===== src/rtl/x_memburst.sv =====
// x_memburst: expands one burst command into single-byte memory requests and
// returns read bytes through a credit-limited FIFO.
module x_memburst #(
    parameter int RD_DEPTH = 8
) (
    input  logic        i_clk,
    input  logic        i_rst,
    input  logic        i_cmd_valid,
    output logic        o_cmd_accept,
    input  logic        i_cmd_rd_n_wr,
    input  logic [18:0] i_cmd_addr,
    input  logic [7:0]  i_cmd_len,
    input  logic        i_wr_valid,
    output logic        o_wr_accept,
    input  logic [7:0]  i_wr_data,
    output logic        o_rd_valid,
    input  logic        i_rd_accept,
    output logic [7:0]  o_rd_data,
    output logic        o_done,
    output logic        o_valid,
    input  logic        i_accept,
    output logic        o_rd_n_wr,
    output logic [18:0] o_addr,
    output logic [7:0]  o_wdata,
    input  logic        i_ready,
    input  logic [7:0]  i_rdata
);

    localparam int AW = $clog2(RD_DEPTH);
    localparam int CW = AW + 1;
    localparam logic [CW:0] DEPTH_W = (CW + 1)'(RD_DEPTH);

    typedef enum logic [2:0] {
        S_IDLE,
        S_WR,
        S_RD,
        S_DRAIN,
        S_DONE
    } state_t;

    state_t          state_q;
    state_t          state_d;
    logic [18:0]     addr_q;
    logic [7:0]      rem_q;
    logic            dir_q;
    logic [CW-1:0]   outstanding_q;
    logic [CW-1:0]   fifo_count_q;
    logic [AW-1:0]   wr_ptr_q;
    logic [AW-1:0]   rd_ptr_q;
    logic [7:0]      fifo_mem [RD_DEPTH];

    logic [CW:0]     credit;
    logic            cmd_accept;
    logic            req_valid;
    logic            wr_accept;
    logic            done;
    logic            cmd_fire;
    logic            beat_fire;
    logic            issue;
    logic            cpl;
    logic            push;
    logic            pop;

    // Credit counts both bytes in flight and bytes parked in the FIFO, so a
    // read is only issued when its completion is guaranteed a FIFO slot.
    assign credit    = {1'b0, outstanding_q} + {1'b0, fifo_count_q};
    assign cpl       = i_ready & (outstanding_q != '0);
    assign push      = cpl;
    assign pop       = o_rd_valid & i_rd_accept;
    assign cmd_fire  = cmd_accept & i_cmd_valid;
    assign beat_fire = req_valid & i_accept;
    assign issue     = beat_fire & (state_q == S_RD);

    always_comb begin
        state_d    = state_q;
        cmd_accept = 1'b0;
        req_valid  = 1'b0;
        wr_accept  = 1'b0;
        done       = 1'b0;
        case (state_q)
            S_IDLE: begin
                cmd_accept = 1'b1;
                if (i_cmd_valid) begin
                    state_d = i_cmd_rd_n_wr ? S_RD : S_WR;
                end
            end
            S_WR: begin
                req_valid = i_wr_valid;
                wr_accept = i_accept;
                if (i_wr_valid && i_accept && (rem_q == 8'd0)) begin
                    state_d = S_DONE;
                end
            end
            S_RD: begin
                req_valid = (credit < DEPTH_W);
                if ((credit < DEPTH_W) && i_accept && (rem_q == 8'd0)) begin
                    state_d = S_DRAIN;
                end
            end
            S_DRAIN: begin
                // Leave as soon as the final completion lands, not a cycle later.
                if (outstanding_q == CW'(cpl)) begin
                    state_d = S_DONE;
                end
            end
            S_DONE: begin
                done    = 1'b1;
                state_d = S_IDLE;
            end
            default: begin
                state_d = S_IDLE;
            end
        endcase
    end

    always_ff @(posedge i_clk) begin
        if (i_rst) begin
            state_q       <= S_IDLE;
            addr_q        <= '0;
            rem_q         <= '0;
            dir_q         <= 1'b0;
            outstanding_q <= '0;
            fifo_count_q  <= '0;
            wr_ptr_q      <= '0;
            rd_ptr_q      <= '0;
        end else begin
            state_q <= state_d;

            if (cmd_fire) begin
                addr_q <= i_cmd_addr;
                rem_q  <= i_cmd_len;
                dir_q  <= i_cmd_rd_n_wr;
            end else if (beat_fire) begin
                addr_q <= addr_q + 19'd1;
                rem_q  <= rem_q - 8'd1;
            end

            if (issue && !cpl) begin
                outstanding_q <= outstanding_q + CW'(1);
            end else if (!issue && cpl) begin
                outstanding_q <= outstanding_q - CW'(1);
            end

            if (push && !pop) begin
                fifo_count_q <= fifo_count_q + CW'(1);
            end else if (!push && pop) begin
                fifo_count_q <= fifo_count_q - CW'(1);
            end

            if (push) begin
                wr_ptr_q <= wr_ptr_q + AW'(1);
            end
            if (pop) begin
                rd_ptr_q <= rd_ptr_q + AW'(1);
            end
        end
    end

    // Storage needs no reset; the pointers alone define what is valid.
    always_ff @(posedge i_clk) begin
        if (push) begin
            fifo_mem[wr_ptr_q] <= i_rdata;
        end
    end

    assign o_cmd_accept = cmd_accept & ~i_rst;
    assign o_valid      = req_valid & ~i_rst;
    assign o_wr_accept  = wr_accept & ~i_rst;
    assign o_done       = done & ~i_rst;
    assign o_rd_n_wr    = dir_q & ~i_rst;
    assign o_addr       = i_rst ? 19'd0 : addr_q;
    assign o_wdata      = ((state_q == S_WR) && !i_rst) ? i_wr_data : 8'd0;
    assign o_rd_valid   = (fifo_count_q != '0) & ~i_rst;
    assign o_rd_data    = o_rd_valid ? fifo_mem[rd_ptr_q] : 8'd0;

endmodule

===== config.mk =====
export PLATFORM = sky130hd
export DESIGN_NAME = x_memburst
export DESIGN_NICKNAME = d
export VERILOG_FILES = /design/src/rtl/x_memburst.sv
export SDC_FILE = /design/constraint.sdc
export NUM_CORES = 1
export LEC_CHECK = 0
export CAP_MARGIN = 5
export CORE_MARGIN = 2
export CORE_UTILIZATION = 45
export DETAILED_ROUTE_END_ITERATION = 8
export PLACE_DENSITY = 0.69
export SYNTH_ARGS = -nofsm -noshare
export SYNTH_HDL_FRONTEND = slang
export SYNTH_SLANG_ARGS = --single-unit

===== constraint.sdc =====
create_clock -name i_clk -period 4.3 [get_ports i_clk]
set_input_delay 0.86 -clock i_clk [delete_from_list [all_inputs] [get_ports i_clk]]
set_output_delay 0.86 -clock i_clk [all_outputs]
set_load 0.03 [all_outputs]

; Word level (Yosys, flattened, before mapping)
; Memories as Yosys holds them, arrays and structs flattened. A register that Yosys moved wholly into a read port is not among the register bits.
; Index checks and enable logic that the tools add are counted.
[word_totals]
out_inout_bits = 41
in_bits = 51
word_cells = 86
ramBits = 64
n_memories = 1
romBits = 0
latchBits = 0
regBits = 45
[mem_list]
columns = memory, depth, width, read_ports, rd_clocked_by_memory_dff, wr, line_no
row1 = fifo_mem, 8, 8, 1, 1, 1, 50  ; logic [7:0] fifo_mem [RD_DEPTH];
[classes]
n_div = 0
order_cmp = 1
n_mux = 25
multipliers = 0
reduce_logical = 21
add_sub_neg = 9
shifts = 0
n_eq_ne = 9
n_bitwise = 12
[op_table]
columns = operator, count
row1 = 19-bit 2-to-1 mux, 3
row2 = 8-bit 2-to-1 mux, 4
row3 = "19-bit by 1-bit adder with 19-bit output, second input constant", 1
row4 = 3-bit 2-to-1 mux, 6
row5 = 4-bit 2-to-1 mux, 4
row6 = 3-bit case mux with 4 select lines, 1
row7 = 1-bit bitwise AND, 11
row8 = 1-bit logical AND, 9
row9 = "4-bit by 1-bit adder with 4-bit output, second input constant", 2
row10 = 8-bit zero test, 1
row11 = 4-bit nonzero test, 2
row12 = "4-bit by 1-bit subtractor with 4-bit output, second input constant", 2
row13 = "8-bit by 1-bit subtractor with 8-bit output, second input constant", 1
row14 = "3-bit by 1-bit adder with 3-bit output, second input constant", 2
row15 = "3-bit by 2-bit == test with 1-bit output, second input constant", 2
row16 = "2-bit != test, second input constant", 3
row17 = 2-bit nonzero test, 3
row18 = 4-bit by 4-bit adder with 5-bit output, 1
row19 = "5-bit by 4-bit less-than comparator with 1-bit output, second input constant", 1
row20 = 1-bit 2-to-1 mux, 5
row21 = 4-bit by 1-bit == test with 1-bit output, 1
row22 = 1-bit zero test, 4
row23 = 4-bit AND reduction, 1
row24 = "3-bit by 1-bit == test with 1-bit output, second input constant", 1
row25 = 6 further kinds, 6

; Logic depth before layout (Yosys ltp)
[logic_depth]
word_depth = 9
ltp_mapped = 13

; Worst setup path after synthesis
; OpenSTA, ideal clock, no wires.
[synth_path]
kind = input -> output
start = input port i_rst
end = output port o_cmd_accept
path_slack_ns = 1.287
t_arrival_ns = 2.153
path_buffers = 2
required_ns = 3.440
stages = 3
cell_sequence = clkbuf_1 -> clkbuf_1 -> nor4_1
[synth_via]
elab_chain_len = 2
[synth_rtl]
columns = item, line_no
row1 = from (decl), 7  ; input logic i_rst,
row2 = 1-bit inverter, 166  ; assign o_cmd_accept = cmd_accept & ~i_rst;
row3 = 1-bit bitwise AND, 166
row4 = to (decl), 9  ; output logic o_cmd_accept,
; Every way passes these cells.

==> impl_metrics.csv <==
group,metric,value,unit
logic_synthesis,syn_area,0.00544,mm²
pwr,power_density,575,mW/mm²
logic_synthesis,yosysTopAreaCell,"edfxtp_1",
detailed_routing,wl_per_cell,17.5,µm
logic_synthesis,synth_cell_type_count,51,
pwr,leakage,2.27,nW
worst_setup_path,cp-start-kind,"flop",
logic_synthesis,ys_seq_area_share,53.0,%
worst_setup_path,cpMaxStageDelayCell,"dfxtp_1",
outcome,outcome,"finished clean",
floorplanning,dieArea,0.0130,mm²
logic_synthesis,post_synth.cell_area_avg,11.8,µm²
worst_setup_path,cp-end-kind,"output pin",
grt,antenna_found_initial,0,
cells_and_area,fin_cells,696,
sta,fin_crit,3.70,ns
worst_setup_path,crit_type,"reg2out",
clock_tree,path_clk_slew,0.07,ns
sta,maxSlewViolCount,0,
cells_and_area,drive_gt1_share,10.9,%
logic_synthesis,syn_inst,460,
worst_setup_path,critPathRequiredTime,3.44,ns
grt,grt_max_degree,65,
worst_setup_path,crit_chain,"buf_4, mux4_2, mux2i_1, nor2_1, clkdlybuf4s50_1",
sta,relSlewSlack,33.2,%
logic_synthesis,synth_ff_type,"edfxtp_1",
clock_tree,insertion_delay,0.35,ns
detailed_routing,route.met3.wl,633,µm
logic_synthesis,netlist.area_leader.share,35.3,%
logic_synthesis,syn-num-nets,527,
detailed_routing,top_layer,"met4",
cells_and_area,diodes,0,
grt,overflow,0,
pwr,peakVddDrop,0.000294,V
floorplanning,row_count,40,
worst_setup_path,crit_arrival,2.84,ns
clock_tree,hold_buffers,0,
sta,period_share,86.0,%
sta,hold_ws,0.479,ns
clock_tree,numCtsBuffers,9,
clock_tree,clockBufferDepth,2,
clock_tree,cts_tree,"built",
cells_and_area,fillers,998,
placed_design,globalplace.congestion,0.803,
sta,finalSetupTns,0,ns
detailed_routing,drt-met1-wl,5340,µm
clock_tree,ctsRootBufferMaster,"clkbuf_16",
sta,skew,0.00728,ns
worst_setup_path,critPathMaxFanout,12,
clock_tree,cts.sinks,112,
detailed_routing,finalWirelength,12200,µm
sta,grt_setup_unrepaired,"false",
logic_synthesis,synth_area_leaders,"edfxtp_1, dfxtp_1, mux4_2, nor2_1, xnor2_1",
grt,grt_pass1_vias,3881,
min_path,hold_class,"reg2reg",
cells_and_area,syn2layout_area_growth,24.9,%
floorplanning,die_y,114,µm
cells_and_area,final_common_cell,"clkdlybuf4s50_1",
placed_design,io_buffers,91,
logic_synthesis,async_flop_share,0,%
worst_setup_path,slowest_delay,0.86,ns
detailed_routing,postRouteAntennaNets,0,
floorplanning,io_pins,92,
clock_tree,ctsResizeCount,0,
detailed_routing,wl_met2,6010,µm
sta,setup_violations,0,
detailed_routing,vias,3856,
detailed_routing,first_pass_iters,4,
logic_synthesis,synth_edf_count,64,
sta,worstMarginPinSlew,0.998,ns
detailed_routing,route.detailed.drc,0,
clock_tree,cts_max_level,3,
clock_tree,postCtsSetupBuffers,0,
floorplanning,die-width,114,µm
floorplanning,core,0.0119,mm²
placed_design,dp_cells,680,
grt,grt_usage,19.6,%
job,drv_cap,0,
placed_design,hpwl,8520,µm
sta,fmax,271,MHz
logic_synthesis,ys_warn_count,0,
detailed_routing,drt-initial-drc-count,287,
floorplanning,initial_utilization,45.7,%
logic_synthesis,synth_seq_cells,112,
cells_and_area,final_cell_mix,"clkdlybuf4s50_1, edfxtp_1, nor2_1",
sta,hold_violations,0,
grt,grt_pass1_wl,19900,µm
detailed_routing,vias_per_cell,5.54,
cells_and_area,nets,611,
[path summary, 6_finish.rpt]
path / cells after the start / endpoint / start / slack (ns)
worst max-delay path: 5 / o_rd_data[0] / flop / 0.60
worst min register to register: 2 / dir_q$_SDFFE_PP0P_ / dir_q$_SDFFE_PP0P_ / 0.48
worst max register to register: 12 / outstanding_q[3]$_SDFFE_PP0P_ / outstanding_q[3]$_SDFFE_PP0P_ / 1.38
worst min-delay path: 2 / dir_q$_SDFFE_PP0P_ / dir_q$_SDFFE_PP0P_ / 0.48
[cell usage after synthesis, types with 10 or more instances]
library cell and number:
a211oi_1 23, a21oi_1 17, and2_1 13, clkbuf_1 15, dfxtp_1 48, edfxtp_1 64
ha_1 14, mux2i_1 11, mux4_2 16, nand2_1 19, nand3_1 13, nor2_1 52
nor2b_1 24, xnor2_1 21, xor2_1 10
[area by class of cell]
cell class	count	area, µm²	share of cell area, %
clock buffers	9	225	3.31
repair buffers	98	971	14.3
well taps	147	184	2.71
clock inverters	7	95.1	1.40
inverters	10	37.5	0.552
multi-input cells	313	2400	35.4
flip-flops and latches	112	2880	42.4
[registers in the layout, indices dropped and copies added (netlist names), named ones only]
name	count
fifo_mem	64
outstanding_q	4
rd_ptr_q	3
wr_ptr_q	3
dir_q	1
state_q	3
addr_q	19
rem_q	8
fifo_count_q	4
[through the flow]
step	worst slack (ns)	total power, mW	utilization [%]	area [µm²]
3_5_place_dp	0.645	3.03	54.4	6480
3_3_place_gp	0.824	2.98	54.4	6480
5_1_grt	0.407	4.15	57.1	6800
4_1_cts	0.510	3.93	57.1	6800
6_report	0.604	3.91	57.1	6800
2_1_floorplan	1.29	2.57	-	5440
[kinds of logic (layout without fill, tap and decap cells)]
kind of cell | after synthesis | in the layout | share of synthesized area [%]
fa+ha+maj | 16 | 16 | 3.95
buf+inv | 35 | 124 | 2.85
mux | 27 | 27 | 8.65
compound gates | 75 | 75 | 10.9
xor+xnor | 31 | 31 | 4.99
simple gates | 164 | 164 | 15.7
flops | 112 | 112 | 53.0
[routing by layer]
| metal | vias up | GRT usage (%) |
|---|---|---|
| li1 | 1874 | - |
| met1 | 1853 | 25.6 |
| met2 | 113 | 32.8 |
| met3 | 16 | 4.09 |
| met4 | 0 | 6.26 |
| met5 | - | 0 |
[power breakdown]
part           switching [mW]  total [mW]  leakage, nW  internal [mW]
Sequential              0.227        1.54        0.973           1.32
Combinational           0.794        1.46         1.14          0.670
Clock                   0.388       0.900        0.156          0.512
Total                    1.41        3.91         2.27           2.50
[worst max-delay path, delay by kind of cell, from the launching register on]
family | cells | cell delay (ns)
buffers and inverters | 2 | 0.90
flip-flops | 1 | 0.86
multiplexers | 2 | 0.66
AND/OR/NAND/NOR | 1 | 0.05
No activity file was read; power rests on OpenSTA's default activity.
==> RTL edit 1 (config.mk and constraints unchanged) <==
Reset style: asynchronous (`i_rst`), changed in one clocked block.
--- a/src/rtl/x_memburst.sv
+++ b/src/rtl/x_memburst.sv
@@ -114,5 +114,5 @@
     end
 
-    always_ff @(posedge i_clk) begin
+    always_ff @(posedge i_clk or posedge i_rst) begin
         if (i_rst) begin
             state_q       <= S_IDLE;
Formal check against the unedited RTL: same outputs for any inputs over 4 cycles, from zero or initial values and one cycle with i_rst high; that may be too few to reach the edited logic, so the function may still have changed.
==> RTL edit 1 against the unedited design <==
Combinational power grew 28%. Final cell count decreased by 3.4%. Power rose by 14%. Design area down 1.4%. Area after synthesis shrank 1.1%. Routed wire length down 3.9%. Setup slack better by 73 ps. Sequential cell count fell by 3. Register-to-register slack worse by 170 ps. Critical endpoint is now o_valid.
==> RTL edit 1: results (changes against the unedited design) <==
drive_above_1_share: 0.117  # +0.00791
fin_skew_ps: 12.3  # +4.98 ps
place_area_mm2: 0.00639  # -1.4%
ys_seq_area_frac: 0.567  # +0.0369
irDropWorstVdd_uv: 296  # +0.59%
worstRegToRegCells: 12  # unchanged
grt_pass1_vias: 3765  # -3.0%
timing.rr.start: "outstanding_q[3]$_DFFE_PP0P_"
cp-endpoint: "o_valid"
grtUsageTotal: 0.190  # -0.00586
dp_slack_ps: 642  # -3.22 ps
gp_congestion: 0.806  # +0.37%
status: "completed"
drt_iter0_drc: 254  # -11%
power.leakage_nw: 2.53  # +12%
max_slew_margin: 0.412  # +0.0804
hpwl_um: 7950  # -6.7%
nNetsFinal: 591  # -3.3%
synthMuxAreaShare: 0.0900  # +0.00356
grt_max_degree: 46  # -29%
hold_ws_ps: 485  # +6.67 ps
hold_viol: 0  # unchanged
crit_fanout: 3  # -9
whs_endpoint: "dir_q$_DFFE_PP0P_"
met1_length_um: 5530  # +3.6%
clk_pin_slew_ps: 90  # +20 ps
cp_slowest_cell: "clkdlybuf4s50_1"
ys_async_sr_fraction: 0.413  # +0.413
wl_per_cell_um: 17.4  # -0.51%
yosysUniqueCellTypes: 54  # +5.9%
met3_wirelength_um: 412  # -35%
powerComb_mw: 1.87  # +28%
rr_endpoint: "outstanding_q[3]$_DFFE_PP0P_"
grt_pass1_wl_um: 19200  # -3.3%
syn_inst: 438  # -4.8%
seq_power_share: 0.392  # -0.003
synth_adder_area_share: 0.0400  # +0.000460
r2r_slack_ps: 1210  # -170 ps
synth-xor-area-share: 0.0358  # -0.0141
p_switching_mw: 1.73  # +23%
synth_compound_area_frac: 0.0965  # -0.0122
fillers: 929  # -6.9%
synth_area_leaders: "edfxtp_1, dfrtp_1, mux4_2"
synth_common_cells: "edfxtp_1, dfrtp_1, nor2_1"
holdCritStartpoint: "dir_q$_DFFE_PP0P_"
cp_data_arrival_time_ps: 2760  # -80 ps
dp.cells: 656  # -3.5%
fin_ws_ps: 676  # +72.8 ps
cp_slowest_stage_delay_ps: 720  # -140 ps
wl_met2_um: 5630  # -6.4%
synth_fp_nets: 505  # -4.2%
cts-root-buf: "clkbuf_16"
-- RTL edit 1: area by class of cell --
| type | instances | area (um2) | area share |
|---|---|---|---|
| inverter | 15 | 56.3 | 0.00840 |
| tap | 143 | 179 | 0.0267 |
| timing repair buffer | 97 | 933 | 0.139 |
| sequential | 109 | 3050 | 0.455 |
| clock buffer | 9 | 225 | 0.0336 |
| clock inverter | 7 | 88.8 | 0.0132 |
| multi-input combinational | 292 | 2170 | 0.324 |
-- RTL edit 1: metal layers --
metal | vias to the layer above | GRT usage
li1 | 1790 | -
met1 | 1832 | 0.267
met2 | 103 | 0.315
met3 | 7 | 0.0268
met4 | 0 | 0.0504
met5 | - | 0
-- RTL edit 1: metrics by stage --
step	util	total power, mW
finish	0.580	4.46
global placement	0.553	3.57
CTS	0.580	4.49
global route	0.580	4.77
detailed placement	0.553	3.63
floorplan	-	3.07
==> RTL edit 2 (config.mk and constraints unchanged) <==
Made on the original files. Change the parameter `RD_DEPTH` from 8 to 4.
--- a/src/rtl/x_memburst.sv
+++ b/src/rtl/x_memburst.sv
@@ -2,5 +2,5 @@
 // returns read bytes through a credit-limited FIFO.
 module x_memburst #(
-    parameter int RD_DEPTH = 8
+    parameter int RD_DEPTH = 4
 ) (
     input  logic        i_clk,
Check against the original RTL: not equivalent (a bounded check fails within 10 cycles, from zero or initial values and one cycle with i_rst high).
==> RTL edit 2 against the unedited design <==
Core utilization grew 4.0 points. Routed wire length shrank 31%. Final cell count shrank 20%. Area after synthesis shrank 29%. Largest cell class is now multi-input gates. Critical path type is now in -> out. Sequential cell count shrank 37. Power shrank 29%. Setup slack gained 400 ps. Design area shrank 26%. Highest routed layer unchanged.
==> RTL edit 2: results (changes against the unedited design) <==
status: "completed"
powerComb_mw: 1.16  # -21%
synth_common_cells: "dfxtp_1, nor2_1, edfxtp_1"
timing.rr.start: "outstanding_q[2]$_SDFFE_PP0P_"
grt_pass1_wl_um: 13900  # -30%
gp_congestion: 0.814  # +1.4%
hold_class: "reg -> reg"
irDropWorstVdd_uv: 263  # -10%
synth_adder_area_share: 0.0459  # +0.00636
rr_endpoint: "outstanding_q[2]$_SDFFE_PP0P_"
nNetsFinal: 514  # -16%
holdCritStartpoint: "dir_q$_SDFFE_PP0P_"
synth_area_leaders: "edfxtp_1, dfxtp_1, a211oi_1"
worstRegToRegCells: 11  # -1
clk_latency_ps: 340
cts_buffers: 9  # unchanged
synth_fp_nets: 429  # -19%
grt_max_degree: 34  # -48%
cts-root-buf: "clkbuf_8"
synth_edf_count: 32  # -50%
dp_slack_ps: 954  # +309 ps
maxClockFrequency_ghz: 0.303  # +12%
ys_seq_area_frac: 0.471  # -0.0590
largest_register: "fifo_mem"
synthMuxAreaShare: 0.0569  # -0.0296
power.leakage_nw: 1.70  # -25%
clkPwrFrac: 0.194  # -0.036
worst_slew_pin_slew_ps: 722  # -276 ps
hpwl_um: 5950  # -30%
synth_compound_area_frac: 0.0921  # -0.0166
routed_wl_um: 8360  # -31%
htree_levels: 3  # unchanged
fillers: 690  # -31%
cp_data_arrival_time_ps: 2440  # -400 ps
post_drt_via_cell_ratio: 5.23  # -5.6%
r2r_slack_ps: 1350  # -30 ps
yosysWarnings: 0  # unchanged
hold_ws_ps: 495  # +16.2 ps
p_int_mw: 1.71  # -32%
largest_registers: "fifo_mem (32), addr_q (19), rem_q (8)"
cts_resized: 0  # unchanged
drive_above_1_share: 0.0857  # -0.0236
io_buffers: 91  # unchanged
crit_fanout: 14  # +2
yosysUniqueCellTypes: 46  # -9.8%
clk_pin_slew_ps: 70  # about the same
grt_pass1_vias: 2883  # -26%
grtUsageTotal: 0.182  # -0.0139
antenna_cells: 0  # unchanged
drt_iter0_drc: 123  # -57%
ys.flop_type: "dfxtp_1"
hold-path-cell-count: 2  # unchanged
fin_skew_ps: 10.8  # +3.48 ps
synth-xor-area-share: 0.0702  # +0.0203
==> RTL edit 2: cell types whose count changed in the layout (fill, tap and decap cells not counted), sizes merged, moves of 5 or more <==
cell,change
nand2,-5
a21oi,-13
nand3,-6
nor2,-11
dfxtp,-5
edfxtp,-32
a2111oi,-7
mux4,-8
and2,+9
mux2i,-7
==> RTL edit 2: layer usage <==
metal / GRT usage / vias to the layer above / share of wire
met5: 0 / - / 0
met4: 0.0488 / 0 / 0.0091
met3: 0.0412 / 7 / 0.042
li1: - / 1486 / -
met2: 0.291 / 76 / 0.46
met1: 0.251 / 1360 / 0.48
==> RTL edit 2: critical path, cell delays in order <==
cell and delay [ps]:
buf_2 180, nor2_1 500, and2_1 220, clkdlybuf4s50_1 660
==> RTL edit 2: cell type report <==
| class | instances | area share |
|---|---|---|
| Timing Repair Buffer | 97 | 0.188 |
| Tap cell | 105 | 0.0260 |
| Sequential cell | 75 | 0.361 |
| Clock inverter | 5 | 0.0107 |
| Clock buffer | 11 | 0.0280 |
| Inverter | 9 | 0.00669 |
| Multi-Input combinational cell | 258 | 0.379 |
==> RTL edit 2: through the flow <==
step | area [um2] | total power [mW] | std cells
after global routing | 5050 | 2.95 | 560
after floorplan | 3870 | 1.89 | 365
after detailed placement | 4850 | 2.24 | 544
final | 5050 | 2.77 | 560
after CTS | 5050 | 2.79 | 560
after global placement | 4850 | 2.22 | 544
==> RTL edit 2: how the worst max path moves through the flow <==
stage / endpoint / start
after CTS: o_rd_data[2] / i_rst
after detailed placement: o_rd_data[2] / i_rst
final: o_rd_data[2] / i_rst
after global placement: o_valid / i_wr_valid
after floorplan: o_cmd_accept / i_rst
after global routing: o_rd_data[0] / i_rst
